## config.mk

```make
export PLATFORM = sky130hd
export DESIGN_NAME = fb_scan_arbiter
export DESIGN_NICKNAME = d
export VERILOG_FILES = /design/src/rtl/fb_scan_arbiter.sv
export SDC_FILE = /design/constraint.sdc
export NUM_CORES = 1
export LEC_CHECK = 0
export ABC_AREA = 1
export BUFFER_PORTS_ARGS = -buffer_cell sky130_fd_sc_hd__buf_2
export CAP_MARGIN = 5
export CORE_UTILIZATION = 30
export CTS_BUF_LIST = sky130_fd_sc_hd__clkbuf_2 sky130_fd_sc_hd__clkbuf_4 sky130_fd_sc_hd__clkbuf_8
export CTS_CLUSTER_SIZE = 24
export DETAILED_ROUTE_END_ITERATION = 10
export MAX_ROUTING_LAYER = met4
export RECOVER_POWER = 100
export SETUP_SLACK_MARGIN = 0.05
export SLEW_MARGIN = 20
export SYNTH_ARGS = -nofsm -noshare
export SYNTH_HDL_FRONTEND = slang
export SYNTH_SLANG_ARGS = --single-unit
```

## constraint.sdc

```tcl
create_clock -name clk_pixel -period 6.9 [get_ports clk_pixel]
set_input_delay 1.38 -clock clk_pixel [delete_from_list [all_inputs] [get_ports clk_pixel]]
set_output_delay 1.38 -clock clk_pixel [all_outputs]
set_load 0.1 [all_outputs]
```

## src/rtl/fb_scan_arbiter.sv

```systemverilog
// Framebuffer port arbiter for the 160x120 3-bit framebuffer in the pixel clock domain.
// Scan-out reads own every fourth active cycle; all other cycles drain a small write FIFO.
module fb_scan_arbiter #(
    parameter int unsigned SRC_W      = 160,
    parameter int unsigned SRC_H      = 120,
    parameter int unsigned SCALE_LOG2 = 2,
    parameter int unsigned ADDR_W     = 15,
    parameter int unsigned PIX_W      = 3,
    parameter int unsigned FIFO_DEPTH = 4
) (
    input  logic              clk_pixel,
    input  logic              sys_resetn,
    input  logic [9:0]        cx,
    input  logic [9:0]        cy,
    input  logic              wr_valid,
    output logic              wr_ready,
    input  logic [ADDR_W-1:0] wr_addr,
    input  logic [PIX_W-1:0]  wr_data,
    output logic              mem_ce,
    output logic              mem_we,
    output logic [ADDR_W-1:0] mem_addr,
    output logic [PIX_W-1:0]  mem_wdata,
    input  logic [PIX_W-1:0]  mem_rdata,
    output logic [PIX_W-1:0]  pix_rgb,
    output logic              pix_valid,
    output logic [15:0]       drop_count
);

    localparam logic [9:0]        ActW   = 10'(SRC_W << SCALE_LOG2);
    localparam logic [9:0]        ActH   = 10'(SRC_H << SCALE_LOG2);
    localparam logic [ADDR_W-1:0] FbSize = ADDR_W'(SRC_W * SRC_H);
    localparam int unsigned       PtrW   = $clog2(FIFO_DEPTH);
    localparam int unsigned       CntW   = $clog2(FIFO_DEPTH + 1);
    localparam logic [CntW-1:0]   Full   = CntW'(FIFO_DEPTH);

    // Raster decode
    logic              in_active;
    logic              read_slot;
    logic [ADDR_W-1:0] rd_addr;

    assign in_active = (cx < ActW) && (cy < ActH);
    assign read_slot = in_active && (cx[SCALE_LOG2-1:0] == '0);
    assign rd_addr   = ADDR_W'(cy >> SCALE_LOG2) * ADDR_W'(SRC_W) + ADDR_W'(cx >> SCALE_LOG2);

    // Write FIFO
    logic [ADDR_W-1:0] fifo_addr_q [FIFO_DEPTH];
    logic [PIX_W-1:0]  fifo_data_q [FIFO_DEPTH];
    logic [PtrW-1:0]   wptr_q, rptr_q;
    logic [CntW-1:0]   count_q;
    logic              wr_accept, addr_ok, push, pop, drop;
    logic [15:0]       drop_q;

    assign wr_ready  = (count_q != Full);
    assign wr_accept = wr_valid && wr_ready;
    assign addr_ok   = (wr_addr < FbSize);
    assign push      = wr_accept && addr_ok;
    assign drop      = wr_accept && !addr_ok;
    assign pop       = !read_slot && (count_q != '0);

    // FIFO storage needs no reset: an entry is only read after it was written
    always_ff @(posedge clk_pixel) begin
        if (push) begin
            fifo_addr_q[wptr_q] <= wr_addr;
            fifo_data_q[wptr_q] <= wr_data;
        end
    end

    // FIFO pointers and occupancy; push and pop in one cycle leave count unchanged
    always_ff @(posedge clk_pixel or negedge sys_resetn) begin
        if (!sys_resetn) begin
            wptr_q  <= '0;
            rptr_q  <= '0;
            count_q <= '0;
        end else begin
            if (push) wptr_q <= wptr_q + 1'b1;
            if (pop)  rptr_q <= rptr_q + 1'b1;
            if (push && !pop)      count_q <= count_q + 1'b1;
            else if (pop && !push) count_q <= count_q - 1'b1;
        end
    end

    // Saturating count of writes rejected for an out-of-range address
    always_ff @(posedge clk_pixel or negedge sys_resetn) begin
        if (!sys_resetn) begin
            drop_q <= '0;
        end else if (drop && (drop_q != 16'hFFFF)) begin
            drop_q <= drop_q + 16'd1;
        end
    end

    assign drop_count = drop_q;

    // RAM port mux: scan read wins, otherwise drain the FIFO head.
    // Gated by reset so the port is idle while held in reset, even over a read slot.
    always_comb begin
        mem_ce    = 1'b0;
        mem_we    = 1'b0;
        mem_addr  = '0;
        mem_wdata = '0;
        if (sys_resetn) begin
            if (read_slot) begin
                mem_ce   = 1'b1;
                mem_addr = rd_addr;
            end else if (pop) begin
                mem_ce    = 1'b1;
                mem_we    = 1'b1;
                mem_addr  = fifo_addr_q[rptr_q];
                mem_wdata = fifo_data_q[rptr_q];
            end
        end
    end

    // Scan pipeline: stage 1 tracks the cycle whose read data is arriving,
    // stage 2 aligns the active flag with the hold register
    logic             act_s1_q, rs_s1_q, act_s2_q;
    logic [PIX_W-1:0] hold_q;

    // Capture read data the cycle after a read slot and delay the active flag two cycles
    always_ff @(posedge clk_pixel or negedge sys_resetn) begin
        if (!sys_resetn) begin
            act_s1_q <= 1'b0;
            rs_s1_q  <= 1'b0;
            act_s2_q <= 1'b0;
            hold_q   <= '0;
        end else begin
            act_s1_q <= in_active;
            rs_s1_q  <= read_slot;
            act_s2_q <= act_s1_q;
            if (rs_s1_q) hold_q <= mem_rdata;
        end
    end

    assign pix_valid = act_s2_q;
    assign pix_rgb   = act_s2_q ? hold_q : '0;

endmodule

```

# Yosys cells after proc, flatten, opt, wreduce, memory -nomap -nowiden
# Memory sizes are Yosys's and may differ from the RTL's.
# Cells that the tools add are included.
# totals
output_inout_bits	41
regBits	29
ram_bits	72
n_memories	2
input_bits	44
# classes
mux	16
multipliers	1
n_addsub	6
magnitude_cmp	3
reduce_logical	16
eq_ne	2
# mem_list
memory	words	word_bits	rd	rd_ports_with_merged_regs	write_ports	line	text
fifo_addr_q	4	15	1	0	1	46	logic [ADDR_W-1:0] fifo_addr_q [FIFO_DEPTH];
fifo_data_q	4	3	1	0	1	47	logic [PIX_W-1:0] fifo_data_q [FIFO_DEPTH];
# ops
cell	n
2-to-1 mux 15 bit	3
2-to-1 mux 3 bit	6
adder 16 x 1 -> 16 bit (second input constant)	1
!= test 16 bit (second input constant)	1
adder 15 x 8 -> 15 bit	1
less-than comparator 15 bit (second input constant)	1
less-than comparator 10 bit (second input constant)	1
less-than comparator 10 x 9 -> 1 bit (second input constant)	1
multiplier 8 x 3 -> 10 bit (second input constant)	1
logical AND 1 bit	9
2-to-1 mux 1 bit	7
adder 2 x 1 -> 2 bit (second input constant)	2
logical NOT 1 bit	4
adder 3 x 1 -> 3 bit (second input constant)	1
!= test 3 bit (second input constant)	1
nonzero test 3 bit	1
subtractor 3 x 1 -> 3 bit (second input constant)	1
logical NOT 2 bit	1
nonzero test 2 bit	1

# Depth between registers and ports, before layout
# logic_depth
depth_word	8
depth_mapped	15
mapped_depth_nobuf	15

# Least setup slack after synthesis
# No wires, ideal clock.
# synth_timing
path_kind	input-to-output
start	input port cy[3]
end	output port mem_addr[9]
arrival_time_ps	4816
setup_slack_ps	704
cell_stages	6
path_cell_list	ha_1 > ha_1 > inv_1 > fa_1 > xor2_1 > o31ai_1
# synth_between
elab_chain_cells	8
word_cells_on_any_way	10
cone_classes	add/sub: 1; mul: 1; order compare: 1; mux: 3; reduce/logical: 4
# synth_lines
element	line	text
start: declaration	14	input logic [9:0] cy,
parallel branches: the longest is 6 deep, another holds adder 15 x 8 -> 15 bit	--	
2-to-1 mux 15 bit (*)	101	if (read_slot) begin
2-to-1 mux 15 bit (*)	100	if (sys_resetn) begin
end: declaration	21	output logic [ADDR_W-1:0] mem_addr,
# Mark *: on every way between the ends.

# Worst setup path in the final report
# layout_timing
start	input port sys_resetn
end	output port mem_addr[7]
# layout_between
elab_chain_cells	1
# layout_lines
element	line	text
start: declaration	12	input logic sys_resetn,
2-to-1 mux 15 bit	100	
# No other way between the ends.

==> flow_summary.toml <==
[global_route]
met2_usage = 0.242
grt_pass1_wl_um = 18900
grtUsageMet1 = 0.169
track_usage = 0.143
busiest_layer = "met2"
use_met3 = 0.0227
antenna_found_initial = 0
grt_max_degree = 39
gr-total-overflow = 0
grt_pass1_vias = 3767

[cells_and_area]
drive_gt1_frac = 0.143
syn_to_final_growth_pct = 15.3
final_area_sq_um = 5850
final_nets = 651
diodes = 0

[worst_setup_path]
crit_slowest_cell = "clkbuf_1"
arrival_ns = 4.28
end_kind = "output port"
critical_path.max_stage_delay_ns = 1.26
cp.required_ns = 5.52
criticalPathCategory = "in2out"
path_buf_inv = 3
crit_fanout = 32
crit_family = "buffers and inverters"
critPathMostFrequentCell = "clkbuf_1"
start_kind = "primary input"
path_cells = "clkbuf_1 > inv_1 > a21oi_1 > clkbuf_1"

[outcome]
status = "finished, violations left"
violations = "capacitance limit, slew limit"

[placement]
detailedPlace.worstSlack_ns = 1.66
portBuffers = 82
place.gp.congestion = 0.865
place_area_sq_um = 5750
hpwl_um = 8090

[sta]
finalHoldViolCount = 0
rsz0062_at_grt = "no"
tns_ns = 0
worstMarginPinSlew_ns = 1.79
setup_slack_ns = 1.24
fin_crit_sh = 0.821
setup-violations-final = 0
slew_headroom = -0.192
drv_slew = 33
period_minus_slack_ns = 5.66
clock_skew_ns = 0.0171
holdWs_ns = 0.359
max_freq_ghz = 0.177

[clocking]
clockBufferDepth = 2
insertion_delay_ns = 0.38
ctsResizeCount = 0
cts_tree = "done"
cts-hold-fix-buffers = 0
cts.htree.levels = 3
clkTransAtPathRegs_ns = 0.11
post_cts_buffers = 0
cts_root_buf = "clkbuf_8"
cts.sinks = 101
numCtsBuffers = 9

[routing]
first_iter_violations = 186
drc = 0
drt_wl_total_um = 11600
vias = 3783
first_pass_iters = 4
vias_per_cell = 4.68
wl_per_cell_um = 14.4
ant_nets = 0

[power]
clock_power_share = 0.153
p_leak_nw = 2.35
total_power_mw = 2.43
power_switching_mw = 1.28
pwr-share-comb = 0.499
ir_drop_mv = 0.181
power_frac_seq = 0.348
power_density_nw_per_um2 = 415
p_int_mw = 1.15
switching_share = 0.528

[yosys]
synth_edf_count = 72
syn-instance-count = 496
synth_cell_type_count = 37
synth_top_area_cell = "edfxtp_1"
synth_area_leaders = "edfxtp_1, dfrtp_1, nand2_1, nor2_1, ha_1"
ys.flop_type = "edfxtp_1"
synth_compound_area_frac = 0.0988
synth.avg_cell_area_sq_um = 10.2
synth-seq-area-share = 0.569
async_flop_share = 0.287
synth_fp_nets = 564
synthXorXnorAreaFrac = 0.0411
netlist_area_sq_um = 5080
synth_most_common_cell = "nand2_1"
synthTopCellsByCount = "nand2_1, edfxtp_1, nor2_1"
synth_warnings = 0
synth_top_family_by_area = "simple AND/OR/NAND/NOR gates"
ys_ff_latch = 101
synthAdderAreaFrac = 0.0636
synthMuxAreaShare = 0.00887
post_synth_and_or_nand_nor_area_fraction = 0.172
synth_top_area_share = 0.426

[floorplanning]
fp.dieW_um = 132
die_y_um = 132
dieArea_sq_um = 17500
rows = 47
start_util = 0.306
num_io_pins = 85
core_sq_um = 16600

[hold_path]
worst_hold_path_type = "reg2reg"

[run]
maxCapViolations = 1
path summary, 6_finish.rpt:
kind | startpoint | end | slack [ns] | depth (start not counted)
max | sys_resetn | mem_addr[7] | 1.24 | 4
max in group asynchronous | sys_resetn | act_s1_q$_DFF_PN0_ | 4.41 | 1
max reg2reg | count_q[0]$_DFFE_PN0P_ | fifo_data_q[0][1]$_DFFE_PP_ | 4.55 | 5
min | act_s1_q$_DFF_PN0_ | pix_valid$_DFF_PN0_ | 0.36 | 0
min reg2reg | act_s1_q$_DFF_PN0_ | pix_valid$_DFF_PN0_ | 0.36 | 0
min in group asynchronous | sys_resetn | drop_count[7]$_DFFE_PN0P_ | 1.46 | 1
through the flow:
step / utilization / instances
floorplan: - / 496
global placement: 0.347 / 792
detailed placement: 0.347 / 792
CTS: 0.358 / 808
global route: 0.353 / 808
finish: 0.353 / 808
final cells by class:
class / instances / area (sq um)
fillers: 1730 / 10700
flip-flops and latches: 101 / 2890
multi-input cells: 335 / 1940
repair buffers: 87 / 374
well taps: 220 / 275
inverters: 49 / 184
clock buffers: 10 / 131
clock inverters: 6 / 63.8
per-layer routing:
metal,up-vias,part of all wire,wire [um]
met4,0,0.018,210
met5,-,0,0
met3,14,0.034,396
met2,78,0.50,5790
li1,1863,-,-
met1,1828,0.45,5230
logic make-up after synthesis:
family                   Yosys count
flip-flops                       101
XOR/XNOR                          23
AO/OA/AOI/OAI                     87
adder cells (fa/ha/maj)           24
AND/OR/NAND/NOR                  197
buffers and inverters             60
multiplexers                       4
sequential cells by signal, indices dropped and copies added (netlist names):
name,count
count_q,3
fifo_data_q,12
pix_valid,1
drop_count,16
rptr_q,2
fifo_addr_q,60
wptr_q,2
hold_q,3
act_s1_q,1
rs_s1_q,1
worst register-to-register path: cells and delay by family (launching register included):
family	cells	cell delay [ns]
buf+inv	1	0.94
flops	1	0.45
simple gates	4	0.55
placed cells by master (no fill, tap or decap), types with 2 or more instances in the layout:
master    netlist  routed
xnor2_1         9       9
a22o_1          7       7
nand2_1        73      76
inv_8           0       2
nor3_1          5       5
a21oi_1        13      13
nand3_1        19      19
a21oi_2         2       2
o22ai_1        15      15
xor2_1         13      13
inv_2           7       6
clkbuf_8        0       9
o21ai_1         7       2
nor2_2          3       2
dfrtp_1        29      29
buf_2           4      35
nand3_2         4       4
inv_1          41      42
o21ai_0        39      44
mux2_2          4       4
nand4_1         5       5
nand2_2        10       8
ha_1           21      21
fa_1            3       3
inv_6           0       2
edfxtp_1       72      72
nor2_1         72      73
clkbuf_1        6      51
power groups by stage:
| stage | registers [mW] | logic [mW] | clock network (mW) |
|---|---|---|---|
| floorplan | 1.00 | 0.836 | 0 |
| global placement | 0.849 | 1.22 | 0 |
| detailed placement | 0.852 | 1.24 | 0 |
| CTS | 0.840 | 1.25 | 0.391 |
| global route | 0.857 | 1.30 | 0.414 |
| finish | 0.844 | 1.21 | 0.372 |
No activity file was read; power rests on OpenSTA's default activity.
